===== src/rtl/spike_readout_wta.sv =====
// spike_readout_wta: windowed spike-count readout with winner-take-all scan.
// Counts spikes per channel for WINDOW cycles after an accepted start. It then
// scans the counters one channel per cycle for the maximum, and presents the
// winning index and its count.
// Optional feature macro: SPIKE_READOUT_SAT_EN. When it is defined, the counters
// saturate and sat_o is sticky. When it is not defined, the counters wrap and
// sat_o is tied to 0.
//
// state   | meaning
// --------+------------------------------------------------------------
// S_IDLE  | waiting for start_i; last result and counts held
// S_COUNT | sampling spike_i for WINDOW edges
// S_SCAN  | comparing one channel counter per cycle against the best so far
// S_DONE  | registering the result; done_o pulses on the edge leaving it
module spike_readout_wta #(
    parameter int NUM_CH = 10,
    parameter int CNT_W  = 8,
    parameter int WINDOW = 64,
    localparam int IDX_W = $clog2(NUM_CH)
) (
    input  logic              clk_i,
    input  logic              rst_ni,
    input  logic              start_i,
    input  logic [NUM_CH-1:0] spike_i,
    input  logic [IDX_W-1:0]  count_sel_i,
    output logic              busy_o,
    output logic              done_o,
    output logic              valid_o,
    output logic [IDX_W-1:0]  winner_o,
    output logic [CNT_W-1:0]  winner_count_o,
    output logic [CNT_W-1:0]  count_o,
    output logic              sat_o
);

    localparam int WIN_W = (WINDOW > 1) ? $clog2(WINDOW) : 1;
    localparam logic [WIN_W-1:0] WIN_LAST = WIN_W'(WINDOW - 1);
    localparam logic [IDX_W-1:0] IDX_LAST = IDX_W'(NUM_CH - 1);

    typedef enum logic [1:0] {S_IDLE, S_COUNT, S_SCAN, S_DONE} state_t;

    state_t            state_q, state_d;
    logic              clear, count_en, scan_en, finish;
    logic [CNT_W-1:0]  cnt_q [NUM_CH];
    logic [WIN_W-1:0]  win_q;
    logic [IDX_W-1:0]  idx_q;
    logic [IDX_W-1:0]  best_idx_q;
    logic [CNT_W-1:0]  best_cnt_q;
    logic              done_q;

    // done_o is registered with the result, so the pulse cycle is already back in
    // IDLE. Busy is stretched over that cycle, and start is refused during it, so
    // a new run begins only in the cycle after the pulse.
    assign done_o = done_q;
    assign busy_o = (state_q != S_IDLE) || done_q;

    // State register
    always_ff @(posedge clk_i or negedge rst_ni) begin
        if (!rst_ni) state_q <= S_IDLE;
        else         state_q <= state_d;
    end

    // Next-state and datapath strobes
    always_comb begin
        state_d  = state_q;
        clear    = 1'b0;
        count_en = 1'b0;
        scan_en  = 1'b0;
        finish   = 1'b0;
        case (state_q)
            S_IDLE: begin
                if (start_i && !done_q) begin
                    clear   = 1'b1;
                    state_d = S_COUNT;
                end
            end
            S_COUNT: begin
                count_en = 1'b1;
                if (win_q == WIN_LAST) state_d = S_SCAN;
            end
            S_SCAN: begin
                scan_en = 1'b1;
                if (idx_q == IDX_LAST) state_d = S_DONE;
            end
            S_DONE: begin
                finish  = 1'b1;
                state_d = S_IDLE;
            end
            default: state_d = S_IDLE;
        endcase
    end

    // Per-channel spike counters and window counter
`ifdef SPIKE_READOUT_SAT_EN
    logic sat_q;
    assign sat_o = sat_q;

    always_ff @(posedge clk_i or negedge rst_ni) begin
        if (!rst_ni) begin
            for (int ch = 0; ch < NUM_CH; ch++) cnt_q[ch] <= '0;
            win_q <= '0;
            sat_q <= 1'b0;
        end else if (clear) begin
            for (int ch = 0; ch < NUM_CH; ch++) cnt_q[ch] <= '0;
            win_q <= '0;
            sat_q <= 1'b0;
        end else if (count_en) begin
            win_q <= win_q + 1'b1;
            for (int ch = 0; ch < NUM_CH; ch++) begin
                if (spike_i[ch]) begin
                    if (cnt_q[ch] == '1) sat_q <= 1'b1;
                    else                 cnt_q[ch] <= cnt_q[ch] + 1'b1;
                end
            end
        end
    end
`else
    assign sat_o = 1'b0;

    always_ff @(posedge clk_i or negedge rst_ni) begin
        if (!rst_ni) begin
            for (int ch = 0; ch < NUM_CH; ch++) cnt_q[ch] <= '0;
            win_q <= '0;
        end else if (clear) begin
            for (int ch = 0; ch < NUM_CH; ch++) cnt_q[ch] <= '0;
            win_q <= '0;
        end else if (count_en) begin
            win_q <= win_q + 1'b1;
            for (int ch = 0; ch < NUM_CH; ch++) begin
                if (spike_i[ch]) cnt_q[ch] <= cnt_q[ch] + 1'b1;
            end
        end
    end
`endif

    // Sequential max scan and result registers; strict compare keeps the lowest index on ties
    always_ff @(posedge clk_i or negedge rst_ni) begin
        if (!rst_ni) begin
            idx_q          <= '0;
            best_idx_q     <= '0;
            best_cnt_q     <= '0;
            done_q         <= 1'b0;
            valid_o        <= 1'b0;
            winner_o       <= '0;
            winner_count_o <= '0;
        end else begin
            done_q <= finish;
            if (clear) begin
                idx_q      <= '0;
                best_idx_q <= '0;
                best_cnt_q <= '0;
                valid_o    <= 1'b0;
            end
            if (scan_en) begin
                if (cnt_q[idx_q] > best_cnt_q) begin
                    best_cnt_q <= cnt_q[idx_q];
                    best_idx_q <= idx_q;
                end
                idx_q <= idx_q + 1'b1;
            end
            if (finish) begin
                winner_o       <= best_idx_q;
                winner_count_o <= best_cnt_q;
                valid_o        <= 1'b1;
            end
        end
    end

    // Count readback; out-of-range selects read as zero
    always_comb begin
        count_o = '0;
        if (32'(count_sel_i) < 32'(NUM_CH)) count_o = cnt_q[count_sel_i];
    end

endmodule

===== config.mk =====
export PLATFORM = sky130hd
export DESIGN_NAME = spike_readout_wta
export DESIGN_NICKNAME = d
export VERILOG_FILES = /design/src/rtl/spike_readout_wta.sv
export SDC_FILE = /design/constraint.sdc
export NUM_CORES = 1
export LEC_CHECK = 0
export CORE_MARGIN = 4
export CORE_UTILIZATION = 55
export DETAILED_ROUTE_END_ITERATION = 10
export GPL_TIMING_DRIVEN = 0
export PLACE_DENSITY = 0.75
export REMOVE_ABC_BUFFERS = 1
export SLEW_MARGIN = 20
export SYNTH_ARGS = -nofsm -noshare
export SYNTH_HDL_FRONTEND = slang
export SYNTH_SLANG_ARGS = --single-unit

===== constraint.sdc =====
create_clock -name clk_i -period 6.6 [get_ports clk_i]
set_clock_uncertainty 0.1 [all_clocks]
set_input_delay 1.32 -clock clk_i [delete_from_list [all_inputs] [get_ports clk_i]]
set_output_delay 1.32 -clock clk_i [all_outputs]
set_load 0.005 [all_outputs]

==> results of run 1 <==
-- registers in the layout, summed over array words and instances, names as in the netlist --
signal,flops
cnt_q,80
best_cnt_q,8
winner_count_o,8
win_q,6
best_idx_q,4
idx_q,4
winner_o,4
state_q,2
done_o,1
valid_o,1
-- critical path: stages --
cell and delay [ns]:
clkdlybuf4s50_1 0.91, nand2b_1 0.50, nor2_1 0.20, a21oi_1 0.06, o21ai_1 0.25, clkdlybuf4s50_1 0.56
-- per-layer routing --
layer  track usage  part of all wire
met1         0.323              0.43
met2         0.376              0.48
met3        0.0505             0.069
met4        0.0999             0.025
met5             0                 0
-- power by group through the flow --
stage	logic [µW]	registers, µW	clock network (µW)
6_report	1130	1090	819
5_1_grt	1240	1110	869
4_1_cts	1130	1090	834
3_5_place_dp	1120	1100	0
3_3_place_gp	1010	1110	0
2_1_floorplan	732	1070	0
-- final cells by class --
class                   instances  share of cell area
clock buffers                  27              0.0628
clock inverters                 4             0.00250
inverters                      17             0.00797
multi-input cells             521               0.468
flip-flops and latches        118               0.369
well taps                     168              0.0262
repair buffers                 47              0.0642
-- metrics by stage --
step,hold WS [ns],cells,TNS [ns],setup slack [ns]
2_1_floorplan,0.374,656,0,1.97
3_3_place_gp,0.360,863,-50.50,-0.433
3_5_place_dp,0.382,871,0,1.42
4_1_cts,0.394,902,0,1.42
5_1_grt,0.404,902,0,1.27
6_report,0.383,902,0,1.37
-- final timing paths --
kind / end / slack, ns / cells past startpoint
setup / recovery: count_o[5] / 1.37 / 6
hold / removal: valid_o / 0.38 / 1
setup reg to reg: best_cnt_q[3] / 2.86 / 9
hold reg to reg: valid_o / 0.38 / 1
max in group asynchronous: cnt_q[67] / 4.94 / 2
min in group asynchronous: win_q[5] / 0.74 / 1
-- cell families (layout without fill, tap and decap cells) --
logic type,count (synthesis),in the layout,share of synthesized area
DFF,118,118,0.423
buffers and inverters,54,95,0.0409
muxes,92,92,0.166
adders and majority gates,25,25,0.0448
AOI/OAI and AO/OA,92,92,0.0804
xor gates and xnor gates,68,68,0.0854
and+or+nand+nor,243,243,0.158
other,1,1,0.000538
-- placed cells by master, fill, tap and decap left out, types with 13 or more instances in the layout --
cell type          n
clkbuf_16         17
mux2i_1           56
a21oi_1           29
mux2_2            16
nand3_1           50
clkdlybuf4s50_1   37
inv_1             13
o21ai_0           19
nor2_1            92
o22ai_1           17
xor2_1            48
nand2_1           58
xnor2_1           20
mux4_2            16
dfrtp_1          117
ha_1              24
==> key figures, run 1 <==
Placed design
  – IO Port Bufs: 39
  – Placed cell area: 0.00749 mm²
  – Dpl hpwl: 11600 µm
  – Final RePlAce weighted congestion: 0.912

Clocking
  – Clock net sink count: 118
  – Worst-path clk slew: 0.05 ns
  – Post_cts resized: 0
  – CTS tree: built
  – H-tree depth: 4
  – Root buffer cell: clkbuf_16
  – Clock Latency Late Sink: 0.42 ns
  – Max Root-Sink Buffers: 2
  – CTS Hold Bufs: 0
  – CTS Buf Count: 17
  – Setup bufs post-CTS: 0

Synth
  – Post-synthesis cell area: 0.00698 mm²
  – Post-Syn Area per Cell: 10.1 µm²
  – Most common cell in the netlist: dfrtp_1
  – Count of unique library cells instantiated by Yosys: 45
  – Top post-synthesis cells by count: dfrtp_1, nor2_1, nand2_1
  – Sequential share of the synthesized area: 0.423
  – Post-synth EDFFs: 0
  – Leading area contributor after synthesis: dfrtp_1
  – Top cell type's share of synthesized area: 0.423
  – Dominant cells by area after synthesis: dfrtp_1, mux2i_1, xor2_1
  – Yosys warns: 0
  – Ys async rst share: 1.00
  – Gate Count Post-Synth: 693
  – Synthesized flop and latch total: 118
  – Most common flop cell mapped by yosys: dfrtp_1

Die
  – Die X: 121 µm
  – Die Y: 121 µm
  – Core ar.: 0.0122 mm²
  – Initial core utilization: 0.571
  – Num rows: 40
  – Top Ports: 41
  – Die ar.: 0.0145 mm²

Global routing
  – Total grt overflow: 0
  – First-pass GRT wire length: 27300 µm
  – Total Routing Usage GR: 0.239
  – Largest net degree at the start of global routing: 69
  – Vias in the first global route: 5422
  – Initial antenna violation count: 0

STA
  – Max-slew headroom: 0.361
  – RSZ-0062 raised after global routing: false
  – Tcrit/Tclk final: 0.793
  – Final Hold Fails: 0
  – Slew @ Worst Pin: 0.955 ns
  – Max-slew violations: 0
  – Final Setup Violations: 0
  – Tmin final: 5.23 ns
  – Achievable Freq: 191 MHz

Route
  – Post-route ant nets: 0
  – Drt wl/cell: 18.2 µm
  – # DRC: 0
  – Drt total wl: 16400 µm
  – Vias/cell: 6.04
  – DR pass1 iterations: 5
  – Via count: 5444
  – 1st-iter DRT viols: 562

Power
  – Worst vdd ir: 158 µV
  – Sequential share of power: 0.359
  – Clock share of power: 0.270
  – Power Dens Cells: 379 mW/mm²
  – Power, Total: 3040 µW
  – Psw: 1120 µW
  – Leakage: 0.00356 µW
  – Cell-internal power: 1920 µW
  – Logic pwr share: 0.372
  – Sw frac: 0.368

Finish
  – Final Util: 0.656
  – Share of layout cells above drive strength 1: 0.120
  – Final instance area: 0.00801 mm²
  – Layout Area Growth over Synthesis: 14.9%
  – Fill cell count: 982
  – Reg area: 0.00295 mm²
  – Final net count: 764
  – Multi-input logic area: 0.00375 mm²
  – Inserted Diodes: 0

Worst hold path
  – HP Class: reg -> reg
  – Hold Crit Start: valid_o

Setup path
  – CP Capture Type: primary output
  – Largest fanout on the critical path: 17
  – Worst R2R Start: idx_q[0]
  – CP arrival: 3.81 ns
  – Crit path launch type: input pin
  – Worst Setup SP: count_sel_i[1]
  – Setup CP Type: in -> out
  – Crit path required time: 5.18 ns

Flow run
  – Max-Cap Viols: 0

Outcome
  – Status: finished, final reports clean
Note: power is estimated with default switching activity, not from simulation.
==> inputs of run 2 (changes only) <==
==> constraint.sdc (replaced) <==
create_clock -name clk_i -period 5.4 [get_ports clk_i]
set_clock_uncertainty 0.1 [all_clocks]
set_input_delay 1.08 -clock clk_i [delete_from_list [all_inputs] [get_ports clk_i]]
set_output_delay 1.08 -clock clk_i [all_outputs]
set_load 0.005 [all_outputs]
==> results of run 2 <==
The final DEF is identical to that of run 1. Status: finished, final reports clean.
Main changes from that run: setup slack after placement 1.42 ns -> 0.696 ns; setup slack after layout 1.37 ns -> 0.645 ns; register-to-register setup slack 2.86 ns -> 1.66 ns; total power 3040 µW -> 3710 µW; worst IR drop on VDD 158 µV -> 193 µV
==> inputs of run 3 (changes only) <==
--- a/config.mk
+++ b/config.mk
@@ -7,6 +7,7 @@
 export LEC_CHECK = 0
 export CORE_MARGIN = 4
 export CORE_UTILIZATION = 55
+export CTS_CLUSTER_SIZE = 28
 export DETAILED_ROUTE_END_ITERATION = 10
 export GPL_TIMING_DRIVEN = 0
 export PLACE_DENSITY = 0.75
==> results of run 3 <==
The final DEF is identical to that of run 1. Status: finished, final reports clean.
Main changes from that run: setup slack after placement 1.42 ns -> 0.696 ns; setup slack after layout 1.37 ns -> 0.645 ns; register-to-register setup slack 2.86 ns -> 1.66 ns; total power 3040 µW -> 3710 µW; worst IR drop on VDD 158 µV -> 193 µV
==> edit 1, RTL diff (flow settings as in run 3) <==
`NUM_CH`: 10 -> 20.
--- a/src/rtl/spike_readout_wta.sv
+++ b/src/rtl/spike_readout_wta.sv
@@ -13,7 +13,7 @@
 // S_SCAN  | comparing one channel counter per cycle against the best so far
 // S_DONE  | registering the result; done_o pulses on the edge leaving it
 module spike_readout_wta #(
-    parameter int NUM_CH = 10,
+    parameter int NUM_CH = 20,
     parameter int CNT_W  = 8,
     parameter int WINDOW = 64,
     localparam int IDX_W = $clog2(NUM_CH)
Ports: changed (resized count_sel_i, spike_i and winner_o); port bits go from 41 to 53. No check against the original RTL was run, so the function may have changed too.
==> edit 1 against run 3 <==
Sequential cell count is 83 higher. Area after synthesis is 73% higher. Sequential share of layout area is 0.25 points lower. Final area is 72% higher. Combinational power is 64% higher. Power is 66% higher. Routed wire length is 80% higher. Setup slack worse by 0.18 ns. Worst hold slack worse by 0.033 ns. Synthesized cell count is 69% higher. Cell count is 65% higher. Global-route usage is 0.88 points higher. Largest cell class unchanged.
==> edit 1: results (changes against run 3) <==
[cts]
cts_made_buffers = 24  ; +7
cts_resized = 0  ; unchanged
cts_setup_buffers = 0  ; unchanged
insertion_delay_ns = 0.52  ; +0.10 ns
clock_path_buffers = 3  ; +1
htree_num_levels = 1  ; -3
clk_pin_slew_ns = 0.06

[global_routing]
grt_use_met1 = 0.351  ; +0.0282
grt_max_degree = 100  ; +45%
grt_pass1_vias = 9162  ; +69%
grt_pass1_wl_um = 49300  ; +80%
met3_usage = 0.0296  ; -0.0209
track_usage = 0.248  ; +0.00882
antenna_found_initial = 0  ; unchanged
grt_use_met2 = 0.402  ; +0.0257

[route]
wl_met2_um = 14500  ; +83%
wl_um = 29600  ; +80%
drtIter0Drc = 846  ; +51%
route.met3.wl_um = 1670  ; +46%
drtPass1Iterations = 5  ; unchanged
m1WireLength_um = 12500  ; +78%
viasPerCell = 6.20  ; +2.7%

[critical_path]
reg2reg_to = best_cnt_q[3]
regToRegSetupSlack_ns = 0.48  ; -1.18 ns
reg2reg_depth = 12  ; +3
crit_family = buffers and inverters
r2r-start = idx_q[1]
critPathLaunch = count_sel_i[2]
path_max_fanout = 17  ; unchanged
max_stage_delay_ns = 1.02  ; +0.11 ns
cp_data_arrival_time_ns = 3.75  ; +0.18 ns
crit_path_end = count_o[4]

[worst_hold_path]
min_path_type = input pin to async pin

[placement]
port_buffers = 51  ; +31%
dp_slack_ns = 0.569  ; -0.128 ns
dp_cells = 1448  ; +66%
placed_area_sq_um = 12900  ; +73%
hpwl_um = 21100  ; +81%
globalplace.congestion = 0.943  ; +3.5%

[pwr]
ir_worst_vdd_uv = 231  ; +20%
power.leakage_uw = 0.00626  ; +76%

[finish]
layout.nets = 1261  ; +65%
reg_top3 = cnt_q x160, best_cnt_q x8, winner_count_o x8
final_layout_size_suffix_gt1_frac = 0.123  ; +0.00336
final_cells = 1492  ; +65%
n_antenna_cell = 0  ; unchanged

[synth]
ys.flop_type = dfrtp_1
ys_seq_area_frac = 0.416  ; -0.00751
yosys-top-cells-count = 201 x dfrtp_1, 172 x nor2_1, 123 x nand3_1
synth_warnings = 0  ; unchanged
synthArstFlopShare = 1.00  ; unchanged
synth.avg_cell_area_sq_um = 10.3  ; +2.5%
synth.area.top_cells = dfrtp_1 42%, mux4_2 9.9%, xor2_1 7.4%

[sta]
tightest_slew_ns = 1.10  ; +0.142 ns
max_freq_ghz = 0.203  ; -3.6%
timing.hold.ws_ns = 0.350  ; -0.0328 ns

[status]
status = finished, final reports clean

## edit 1: cell count changes after synthesis, moves of 34 or more
cell | run 3 | this run
mux4_2 | 16 | 53
a21oi_1 | 29 | 63
nor2_1 | 92 | 172
xor2_1 | 48 | 102
dfrtp_1 | 118 | 201
nand3_1 | 50 | 123
## edit 1: cells by family after synthesis
family,count (synthesis),synth area share
AND/OR/NAND/NOR,432,0.160
flip-flops,201,0.416
multiplexers,150,0.186
XOR/XNOR,143,0.104
AO/OA/AOI/OAI,126,0.0645
buffers and inverters,86,0.0353
adder cells (fa/ha/maj),34,0.0352
other,1,0.000310
## edit 1: area by class of cell
cell class	instances	area [sq um]
tap	275	344
fill	1639	7610
multi-input combinational	886	6660
clock inverter	9	73.8
clock buffer	35	743
sequential	201	5030
timing repair buffer	65	810
inverter	21	78.8
## edit 1: report_power, final
part | total, uW | internal (uW) | switching (uW)
clock network | 1640 | 1000 | 644
registers | 2250 | 1780 | 462
logic | 2270 | 1070 | 1200
total | 6160 | 3850 | 2310
==> edit 2, RTL diff (settings of run 3) <==
Without the edit above. Compare `idx_q` against `IDX_LAST` with >= in place of ==.
--- a/src/rtl/spike_readout_wta.sv
+++ b/src/rtl/spike_readout_wta.sv
@@ -79,7 +79,7 @@
             end
             S_SCAN: begin
                 scan_en = 1'b1;
-                if (idx_q == IDX_LAST) state_d = S_DONE;
+                if (idx_q >= IDX_LAST) state_d = S_DONE;
             end
             S_DONE: begin
                 finish  = 1'b1;
Function: same outputs for any inputs over 4 cycles, from zero or initial values and one cycle with rst_ni low; that may be too few to reach the edited logic, so the function may still have changed.
==> edit 2 against run 3 <==
Area after synthesis increased by 0.41%. Power increased by 7.5%. Global-route usage increased by 0.24 points. Sequential cell count unchanged. Setup slack got worse by 0.14 ns. Final area increased by 2.1%. Routed wire length decreased by 0.15%. Sequential share of layout area decreased by 0.76 points. Highest routed layer unchanged.
==> edit 2: results (changes against run 3) <==
[pwr]
ir_worst_vdd_uv = 223  ; +16%
power.leakage_uw = 0.00360  ; +1.2%

[placement]
globalplace.congestion = 0.860  ; -5.7%
dp_slack_ns = 0.671  ; -0.0256 ns
dp_cells = 874  ; +0.34%
hpwl_um = 11500  ; -0.89%

[synth]
synth.avg_cell_area_sq_um = 10.1  ; +0.27%
ys_seq_area_frac = 0.422  ; -0.00174
netlist-cell-type-count = 47  ; +4.4%
synth.area.top_cells = dfrtp_1 42%, mux2i_1 7.9%, mux4_2 5.1%
synth_edf_count = 0  ; unchanged
yosys-top-cells-count = 118 x dfrtp_1, 92 x nor2_1, 56 x nand2_1

[route]
wl_um = 16400  ; -0.15%
drtIter0Drc = 455  ; -19%
wl_per_cell_um = 18.1  ; -0.59%
vias = 5374  ; -1.3%

[critical_path]
reg2reg_to = best_cnt_q[1]
reg2reg_depth = 10  ; +1
crit_slowest_cell = clkdlybuf4s50_1
crit_path_end = count_o[1]
r2r-start = idx_q[1]
cp_data_arrival_time_ns = 3.71  ; +0.14 ns
regToRegSetupSlack_ns = 1.72  ; +0.06 ns

[sta]
tightest_slew_ns = 0.942  ; -0.0131 ns
period_needed_ns = 4.89  ; +0.139 ns

[global_routing]
track_usage = 0.242  ; +0.00243
grt_pass1_vias = 5511  ; +1.6%
grt_pass1_wl_um = 27700  ; +1.4%

[finish]
final_layout_size_suffix_gt1_frac = 0.125  ; +0.00477
fill_cells = 941  ; -4.2%
layout.nets = 768  ; +0.52%

[worst_hold_path]
min_from = valid_o

[status]
status = finished, final reports clean

==> edit 2: logic make-up (layout without fill, tap and decap cells) <==
kind of cell             Yosys count  count (layout)  synth area share
AO/OA/AOI/OAI                     95              95            0.0831
XOR/XNOR                          67              67            0.0838
adder cells (fa/ha/maj)           26              26            0.0464
buffers and inverters             52              96            0.0416
flip-flops                       118             118             0.422
multiplexers                      91              91             0.165
other                              1               1          0.000535
AND/OR/NAND/NOR                  244             244             0.158
==> edit 2: metrics by stage <==
stage          hold WS [ns]  total power (uW)   util
6_report              0.393              3990  0.667
5_1_grt               0.425              4210  0.667
4_1_cts               0.392              4000  0.667
3_5_place_dp          0.379              2720  0.613
3_3_place_gp          0.359              2600  0.602
2_1_floorplan         0.374              2230      -
==> edit 2: final cells by class <==
type / count / area (sq um) / share of cell area
tap: 168 / 210 / 0.0257
sequential: 118 / 2950 / 0.361
clock inverter: 9 / 170 / 0.0208
multi-input combinational: 524 / 3770 / 0.461
inverter: 17 / 63.8 / 0.00780
timing repair buffer: 47 / 526 / 0.0642
clock buffer: 23 / 488 / 0.0597
==> edit 2: where the power goes <==
part	internal, uW	total [uW]	switching, uW
clock	864	1250	390
combinational	663	1420	755
sequential	1070	1320	252
==> edit 2: layer usage <==
metal | part of all wire | vias up | wire, um | GRT usage
li1 | - | 2493 | - | -
met1 | 0.43 | 2672 | 7060 | 0.317
met2 | 0.49 | 178 | 8030 | 0.395
met3 | 0.059 | 31 | 968 | 0.0555
met4 | 0.021 | 0 | 347 | 0.0857
met5 | 0 | - | 0 | 0
